### src/rtl/dfm_pkg.sv
// Shared definitions for the DFM register-file command sequencer:
// command bytes, transfer sizes and the controller state encoding.
package dfm_pkg;

    localparam int WR_BYTES = 8;
    localparam int RD_BYTES = 16;
    localparam int RD_AW    = $clog2(RD_BYTES);

    localparam logic [7:0] CMD_CONF_WR = 8'h2A;
    localparam logic [7:0] CMD_DATA_RD = 8'h3A;

    typedef enum logic [2:0] {
        ST_IDLE      = 3'd0,
        ST_WR_DATA   = 3'd1,
        ST_WR_COMMIT = 3'd2,
        ST_RD_SNAP   = 3'd3,
        ST_RD_SEND   = 3'd4
    } state_t;

endpackage

### src/rtl/regfile_ctl.sv
// Host command sequencer: assembles 8-byte configuration writes and
// streams a 16-byte register snapshot over a valid/ready transmit port.
module regfile_ctl
    import dfm_pkg::*;
(
    input  logic              clk_i,
    input  logic              rst_n_i,
    input  logic              rx_vld_i,
    input  logic [7:0]        rx_data_i,
    input  logic              rx_abort_i,
    output logic              tx_valid_o,
    input  logic              tx_ready_i,
    output logic [7:0]        tx_data_o,
    output logic              reg_rd_en_o,
    output logic [RD_AW-1:0]  reg_rd_addr_o,
    input  logic [7:0]        reg_rd_data_i,
    output logic              reg_wr_en_o,
    output logic [63:0]       reg_wr_data_o,
    output logic              busy_o
);

    state_t            state_r;
    state_t            state_s;
    logic [2:0]        wr_cnt_r;
    logic [RD_AW-1:0]  rd_addr_r;
    logic [63:0]       wr_data_r;
    logic              wr_en_r;
    logic              rd_en_r;
    logic              tx_valid_r;
    logic              busy_r;
    logic              wr_en_s;
    logic              rd_en_s;
    logic              tx_valid_s;
    logic              busy_s;
    logic              tx_hs_s;

    assign tx_hs_s = tx_valid_r & tx_ready_i;

    // State register.
    always_ff @(posedge clk_i or negedge rst_n_i) begin
        if (!rst_n_i) begin
            state_r <= ST_IDLE;
        end else begin
            state_r <= state_s;
        end
    end

    // Next-state decode; abort overrides every other transition.
    always_comb begin
        state_s = state_r;
        if (rx_abort_i) begin
            state_s = ST_IDLE;
        end else begin
            case (state_r)
                ST_IDLE: begin
                    if (rx_vld_i && (rx_data_i == CMD_CONF_WR)) begin
                        state_s = ST_WR_DATA;
                    end else if (rx_vld_i && (rx_data_i == CMD_DATA_RD)) begin
                        state_s = ST_RD_SNAP;
                    end else begin
                        state_s = ST_IDLE;
                    end
                end
                ST_WR_DATA: begin
                    if (rx_vld_i && (wr_cnt_r == 3'(WR_BYTES - 1))) begin
                        state_s = ST_WR_COMMIT;
                    end else begin
                        state_s = ST_WR_DATA;
                    end
                end
                ST_WR_COMMIT: state_s = ST_IDLE;
                ST_RD_SNAP:   state_s = ST_RD_SEND;
                ST_RD_SEND: begin
                    if (tx_hs_s && (rd_addr_r == RD_AW'(RD_BYTES - 1))) begin
                        state_s = ST_IDLE;
                    end else begin
                        state_s = ST_RD_SEND;
                    end
                end
                default: state_s = ST_IDLE;
            endcase
        end
    end

    // Output decode from the upcoming state, so the strobes register cleanly.
    always_comb begin
        wr_en_s    = (state_s == ST_WR_COMMIT);
        rd_en_s    = (state_s == ST_RD_SNAP);
        tx_valid_s = (state_s == ST_RD_SEND);
        busy_s     = (state_s != ST_IDLE);
    end

    // Output registers.
    always_ff @(posedge clk_i or negedge rst_n_i) begin
        if (!rst_n_i) begin
            wr_en_r    <= 1'b0;
            rd_en_r    <= 1'b0;
            tx_valid_r <= 1'b0;
            busy_r     <= 1'b0;
        end else begin
            wr_en_r    <= wr_en_s;
            rd_en_r    <= rd_en_s;
            tx_valid_r <= tx_valid_s;
            busy_r     <= busy_s;
        end
    end

    // Payload assembly and transmit address; abort discards the byte in flight.
    always_ff @(posedge clk_i or negedge rst_n_i) begin
        if (!rst_n_i) begin
            wr_cnt_r  <= 3'd0;
            rd_addr_r <= '0;
            wr_data_r <= 64'd0;
        end else if (rx_abort_i) begin
            wr_cnt_r  <= 3'd0;
            rd_addr_r <= '0;
        end else begin
            case (state_r)
                ST_IDLE: begin
                    if (rx_vld_i && (rx_data_i == CMD_CONF_WR)) begin
                        wr_cnt_r <= 3'd0;
                    end
                end
                ST_WR_DATA: begin
                    if (rx_vld_i) begin
                        wr_data_r[{wr_cnt_r, 3'b000} +: 8] <= rx_data_i;
                        wr_cnt_r <= wr_cnt_r + 3'd1;
                    end
                end
                ST_RD_SNAP: rd_addr_r <= '0;
                ST_RD_SEND: begin
                    if (tx_hs_s) begin
                        rd_addr_r <= (rd_addr_r == RD_AW'(RD_BYTES - 1)) ?
                                     '0 : rd_addr_r + RD_AW'(1);
                    end
                end
                default: begin
                    wr_cnt_r  <= wr_cnt_r;
                    rd_addr_r <= rd_addr_r;
                end
            endcase
        end
    end

    assign tx_valid_o    = tx_valid_r;
    assign tx_data_o     = tx_valid_r ? reg_rd_data_i : 8'h00;
    assign reg_rd_en_o   = rd_en_r;
    assign reg_rd_addr_o = rd_addr_r;
    assign reg_wr_en_o   = wr_en_r;
    assign reg_wr_data_o = wr_data_r;
    assign busy_o        = busy_r;

endmodule

### config.mk
export PLATFORM = sky130hd
export DESIGN_NAME = regfile_ctl
export DESIGN_NICKNAME = d
export VERILOG_FILES = /design/src/rtl/dfm_pkg.sv /design/src/rtl/regfile_ctl.sv
export SDC_FILE = /design/constraint.sdc
export NUM_CORES = 1
export LEC_CHECK = 0
export BUFFER_PORTS_ARGS = -buffer_cell sky130_fd_sc_hd__clkbuf_2
export CORE_UTILIZATION = 52
export DETAILED_ROUTE_END_ITERATION = 8
export GPL_ROUTABILITY_DRIVEN = 1
export PLACE_DENSITY_LB_ADDON = 0.1
export SLEW_MARGIN = 0
export SYNTH_ARGS = -nofsm -noshare
export SYNTH_HDL_FRONTEND = slang
export SYNTH_SLANG_ARGS = --single-unit
### constraint.sdc
create_clock -name clk_i -period 3.26 [get_ports clk_i]
set_clock_uncertainty 0.15 [all_clocks]
set_input_delay 0.652 -clock clk_i [delete_from_list [all_inputs] [get_ports clk_i]]
set_output_delay 0.652 -clock clk_i [all_outputs]
set_load 0.05 [all_outputs]
Word level (Yosys, flattened, before mapping)

Index checks and enable logic that the tools add are counted.

Equal/unequal tests: 13
Bitwise gates (word level): 2
Reductions and logical operators: 11
$add $sub $neg: 3
Muxes and demuxes: 16
Shifts and indexed selects: 2

Operator list:

| cell                   | count |
|---|---|
| $bwmux 64              | 1 |
| $shift 8x8->64 const A | 1 |
| $shiftx 8x8->64        | 1 |
| $eq 8x6->1 const B     | 2 |
| $mux 3                 | 5 |
| $mux 4                 | 3 |
| $pmux 3 s4             | 1 |
| $eq 3x2->1 const B     | 3 |
| $eq 3x3->1 const B     | 3 |
| $ne 3x3->1 const B     | 3 |
| $reduce_bool 3->1      | 3 |
| $mux 8                 | 1 |
| $neg 6->8              | 1 |
| $pmux 4 s2             | 1 |
| $mux 2                 | 3 |
| $pmux 3 s2             | 1 |
| $reduce_and 3->1       | 2 |
| $add 4x1->4 const B    | 1 |
| $eq 4x4->1 const B     | 1 |
| $logic_and 1x1->1      | 4 |
| $add 3x1->3 const B    | 1 |
| $eq 3x1->1 const B     | 1 |
| $logic_not 3->1        | 1 |
| $reduce_and 2->1       | 1 |
| 2 further kinds        | 2 |

Word-level logic and storage cells: 55
Register bits after elaboration: 78

Logic depth before layout (Yosys ltp)

Word-level depth: 7
Depth in mapped cells: 8
Depth with buffers taken out: 6

Worst setup path before layout

Ideal clock, no wire load.

Kind: reg2reg
Start: reg wr_cnt_r[0]
End: reg wr_data_r[0] (netlist: reg_wr_data_o[0])
Setup slack: 0.414 ns
Arrival: 2.571 ns
Path buffers: 2
Cell stages (with the launch flop): 9
Required time: 2.985 ns
Cell sequence: dfrtp_1 clkbuf_1 inv_1 ha_1 ha_1 or4b_1 or3_4 buf_6 mux2_4

Cells in the longest elaborated chain, start to end: 3

Ends and longest elaborated chain:

| item                                              | line               | text |
|---|---|---|
| from (decl)                                       | regfile_ctl.sv:24  | `logic [2:0] wr_cnt_r;` |
| from (signal assigned)                            | regfile_ctl.sv:127 | `wr_cnt_r <= wr_cnt_r + 3'd1;` |
| from (signal assigned)                            | regfile_ctl.sv:138 | `wr_cnt_r <= wr_cnt_r;` |
| $neg 6->8 *                                       | regfile_ctl.sv:126 | `wr_data_r[{wr_cnt_r, 3'b000} +: 8] <= rx_data_i;` |
| $shiftx 8x8->64 or $shift 8x8->64 (tied branches) | regfile_ctl.sv:126 |  |
| $bwmux 64 *                                       | regfile_ctl.sv:126 |  |
| to (signal, indexed assignment)                   | regfile_ctl.sv:126 |  |
| to (decl)                                         | regfile_ctl.sv:26  | `logic [63:0] wr_data_r;` |

Mark *: on every way between the ends. The rest lies on a longest branch, timed or not.
A chain may end at the register's enable or synchronous reset.

Final worst setup path

Start: reg wr_cnt_r[1]
End: reg wr_data_r[5] (netlist: reg_wr_data_o[5])

The elaborated chain is that of the path after synthesis.

==> flow_metrics.tcl <==
set metrics [dict create \
    postCtsHoldBufs 0 \
    ys_seq_area_frac 0.540 \
    ff2ff_setup_slack_ns 0.58 \
    antenna_left 0 \
    path_cells "inv_1, ha_1, ha_1, or4b_1, or3_4, mux2_4" \
    synth_edf_count 0 \
    drv_cap 0 \
    path_common_cell "ha_1" \
    final_common_cell "clkbuf_2" \
    setup_viol_count_final 0 \
    grt_pass1_vias 2404 \
    hold_path_class "input pin to asynchronous set/reset pin" \
    cts.repair.resized 0 \
    rsz0062_at_grt "no" \
    place.port_buffers 100 \
    die_area_um2 7290 \
    worstReg2RegStart "wr_cnt_r[1]$_DFFE_PN0P_" \
    antenna_cells 0 \
    drv_slew 0 \
    cts_sinks 78 \
    cts_max_path_buffers 2 \
    regToRegEndpoint "reg_wr_data_o[5]$_DFFE_PN0P_" \
    numCtsBuffers 9 \
    grt_max_degree 79 \
    max_freq_mhz 373 \
    cp_max_fo 8 \
    fin_cells 455 \
    cellPowerDensity_nw_per_um2 407 \
    grt_pass1_wl_mm 12.3 \
    h-tree-depth 3 \
    slowest_stage "or4b_1" \
    synth_warnings 0 \
    yosysTopAreaCellShare 0.540 \
    overflow 0 \
    crit_path_end "reg_wr_data_o[5]$_DFFE_PN0P_" \
    yosysTopAreaCell "dfrtp_1" \
    relSlewSlack 0.359 \
    ys_ff_latch 78 \
    p_seq_frac 0.545 \
    place_hpwl_mm 5.23 \
    fin_nets 398 \
    cp.required_ns 3.34 \
    syn_inst 260 \
    switching_power_mw 0.441 \
    utilization 0.653 \
    cts_tree "yes" \
    clock_latency_ns 0.34 \
    power.leakage_nw 2.35 \
    die_x_um 85.4 \
    viasPerCell 5.45 \
    routed_wl_mm 7.51 \
    tns_ns 0 \
    place.gp.congestion 0.835 \
    yosysUniqueCellTypes 44 \
    drcViolationCount 0 \
    status "finished clean" \
    p_total_mw 1.80 \
    synth.avg_cell_area_um2 13.9 \
    nFillCells 524 \
    peakVddDrop_mv 0.258 \
    numPlacedInstances 439 \
    worst_pin_slew_ns 0.962 \
    path_class "flop to flop" \
    postCtsSetupBuffers 0 \
    vias 2480 \
    cp-startpoint "wr_cnt_r[1]$_DFFE_PN0P_" \
    synth.area.top_cells "dfrtp_1 (54%), mux2_2 (17%), and2_1 (4.8%), mux2_4 (3.3%), ha_1 (2.4%)" \
    pwr-share-clk 0.400 \
    syn_nets 288 \
    max_stage_delay_ns 0.51 \
    reg2reg_depth 6 \
    antenna_found_initial 0 \
    hold_viol 0 \
    dr.pass1.iters 6 \
    combinationalPowerShare 0.055 \
    clk_pin_slew_worst_paths_ns 0.08 \
    drive_gt1_frac 0.528 \
    p_int_mw 1.36 \
    syn_to_final_growth_pct 22.0 \
    track_usage 0.224 \
    core_um2 6760 \
    synthArstFlopShare 1.00 \
    cp.arrival_ns 2.76 \
    end_kind "flop" \
    placed_area_um2 4210 \
    ios 101 \
    synth_ff_type "dfrtp_1" \
    fin_area_um2 4410 \
    syn-cell-area_um2 3610 \
    cts-root-buf "clkbuf_8" \
    avgRoutedWirePerCell_um 16.5 \
    start_util 0.535 \
    layout_common_cells "clkbuf_2 (99), dfrtp_1 (78), mux2_2 (56)" \
    start_kind "flop" \
    fp-row-count 30 \
    min_period_over_period 0.821 \
    fp.dieH_um 85.4 \
    period_needed_ns 2.68 \
    swShare 0.245 \
    first_iter_violations 165 \
]
==> synthesized netlist by cell type, types with 2 or more instances <==
| cell type | count |
|---|---|
| nor2b_1 | 4 |
| nor4_4 | 4 |
| nor3b_1 | 5 |
| a221oi_1 | 2 |
| a21oi_1 | 4 |
| or4_1 | 2 |
| mux2_4 | 8 |
| a31oi_1 | 3 |
| inv_1 | 4 |
| nor4_1 | 2 |
| dfrtp_1 | 78 |
| nand4bb_1 | 3 |
| nand3_1 | 2 |
| nand2_1 | 4 |
| mux2_2 | 56 |
| a22o_1 | 2 |
| nor3_1 | 2 |
| or4b_1 | 2 |
| ha_1 | 7 |
| nor3_2 | 3 |
| a32o_1 | 2 |
| or2_2 | 2 |
| and3_1 | 4 |
| clkbuf_1 | 4 |
| buf_6 | 3 |
| nand3b_1 | 3 |
| and2_1 | 28 |
==> final cells by class <==
| class | instances | area [µm²] | area share |
|---|---|---|---|
| clock buffers | 9 | 124 | 0.0281 |
| inverters | 4 | 15.0 | 0.00340 |
| flip-flops and latches | 78 | 1950 | 0.442 |
| multi-input cells | 171 | 1600 | 0.362 |
| clock inverters | 7 | 73.8 | 0.0167 |
| repair buffers | 106 | 548 | 0.124 |
| well taps | 80 | 100 | 0.0227 |
==> cells by family after synthesis <==
kind of cell,after synthesis,share of synthesized area
buffers and inverters,11,0.0177
muxes,64,0.208
AOI/OAI and AO/OA,23,0.0481
DFF,78,0.540
adders and majority gates,7,0.0242
and+or+nand+nor,77,0.162
==> registers in the layout, summed over array words and instances, names as in the netlist <==
signal / count
reg_rd_addr_o: 4
reg_wr_data_o: 64
busy_o: 1
state_r: 3
wr_cnt_r: 3
reg_rd_en_o: 1
tx_valid_o: 1
reg_wr_en_o: 1
==> worst min path at each step <==
| stage | startpoint | cells after the start | endpoint | slack (ns) |
|---|---|---|---|---|
| after floorplan | rst_n_i | 0 | busy_o$_DFF_PN0_ | 0.21 |
| after global placement | reg_wr_data_o[44]$_DFFE_PN0P_ | 1 | reg_wr_data_o[44]$_DFFE_PN0P_ | 0.34 |
| after detailed placement | reg_wr_data_o[41]$_DFFE_PN0P_ | 1 | reg_wr_data_o[41]$_DFFE_PN0P_ | 0.34 |
| after CTS | rst_n_i | 1 | state_r[2]$_DFF_PN0_ | 0.34 |
| after global routing | reg_wr_data_o[41]$_DFFE_PN0P_ | 1 | reg_wr_data_o[41]$_DFFE_PN0P_ | 0.37 |
| final | rst_n_i | 1 | state_r[2]$_DFF_PN0_ | 0.28 |
==> through the flow <==
| stage | hold WS [ns] | setup WS, ns |
|---|---|---|
| after detailed placement | 0.345 | 0.602 |
| after global routing | 0.371 | 0.502 |
| after global placement | 0.339 | 0.654 |
| after CTS | 0.343 | 0.584 |
| final | 0.279 | 0.582 |
| after floorplan | 0.206 | 0.414 |
==> worst max-delay path, delay by kind of cell (launching register included) <==
family                     cells  cell delay, ns
adders and majority gates      2            0.60
buffers and inverters          1            0.09
DFF                            1            0.46
muxes                          1            0.32
and+or+nand+nor                2            0.95
==> power groups by stage <==
stage          logic, mW  registers (mW)  clock network, mW
2_1_floorplan     0.0201            1.02                  0
3_3_place_gp       0.101           0.999                  0
3_5_place_dp       0.102           0.998                  0
4_1_cts            0.102           0.979              0.735
5_1_grt            0.108           0.980              0.786
6_report          0.0988           0.980              0.719
==> routing by layer <==
layer | track usage | part of all wire | up-vias
li1 | - | - | 1174
met1 | 0.320 | 0.48 | 1227
met2 | 0.338 | 0.46 | 72
met3 | 0.0496 | 0.046 | 7
met4 | 0.0818 | 0.012 | 0
met5 | 0 | 0 | -
No activity file was read; power rests on OpenSTA's default activity.
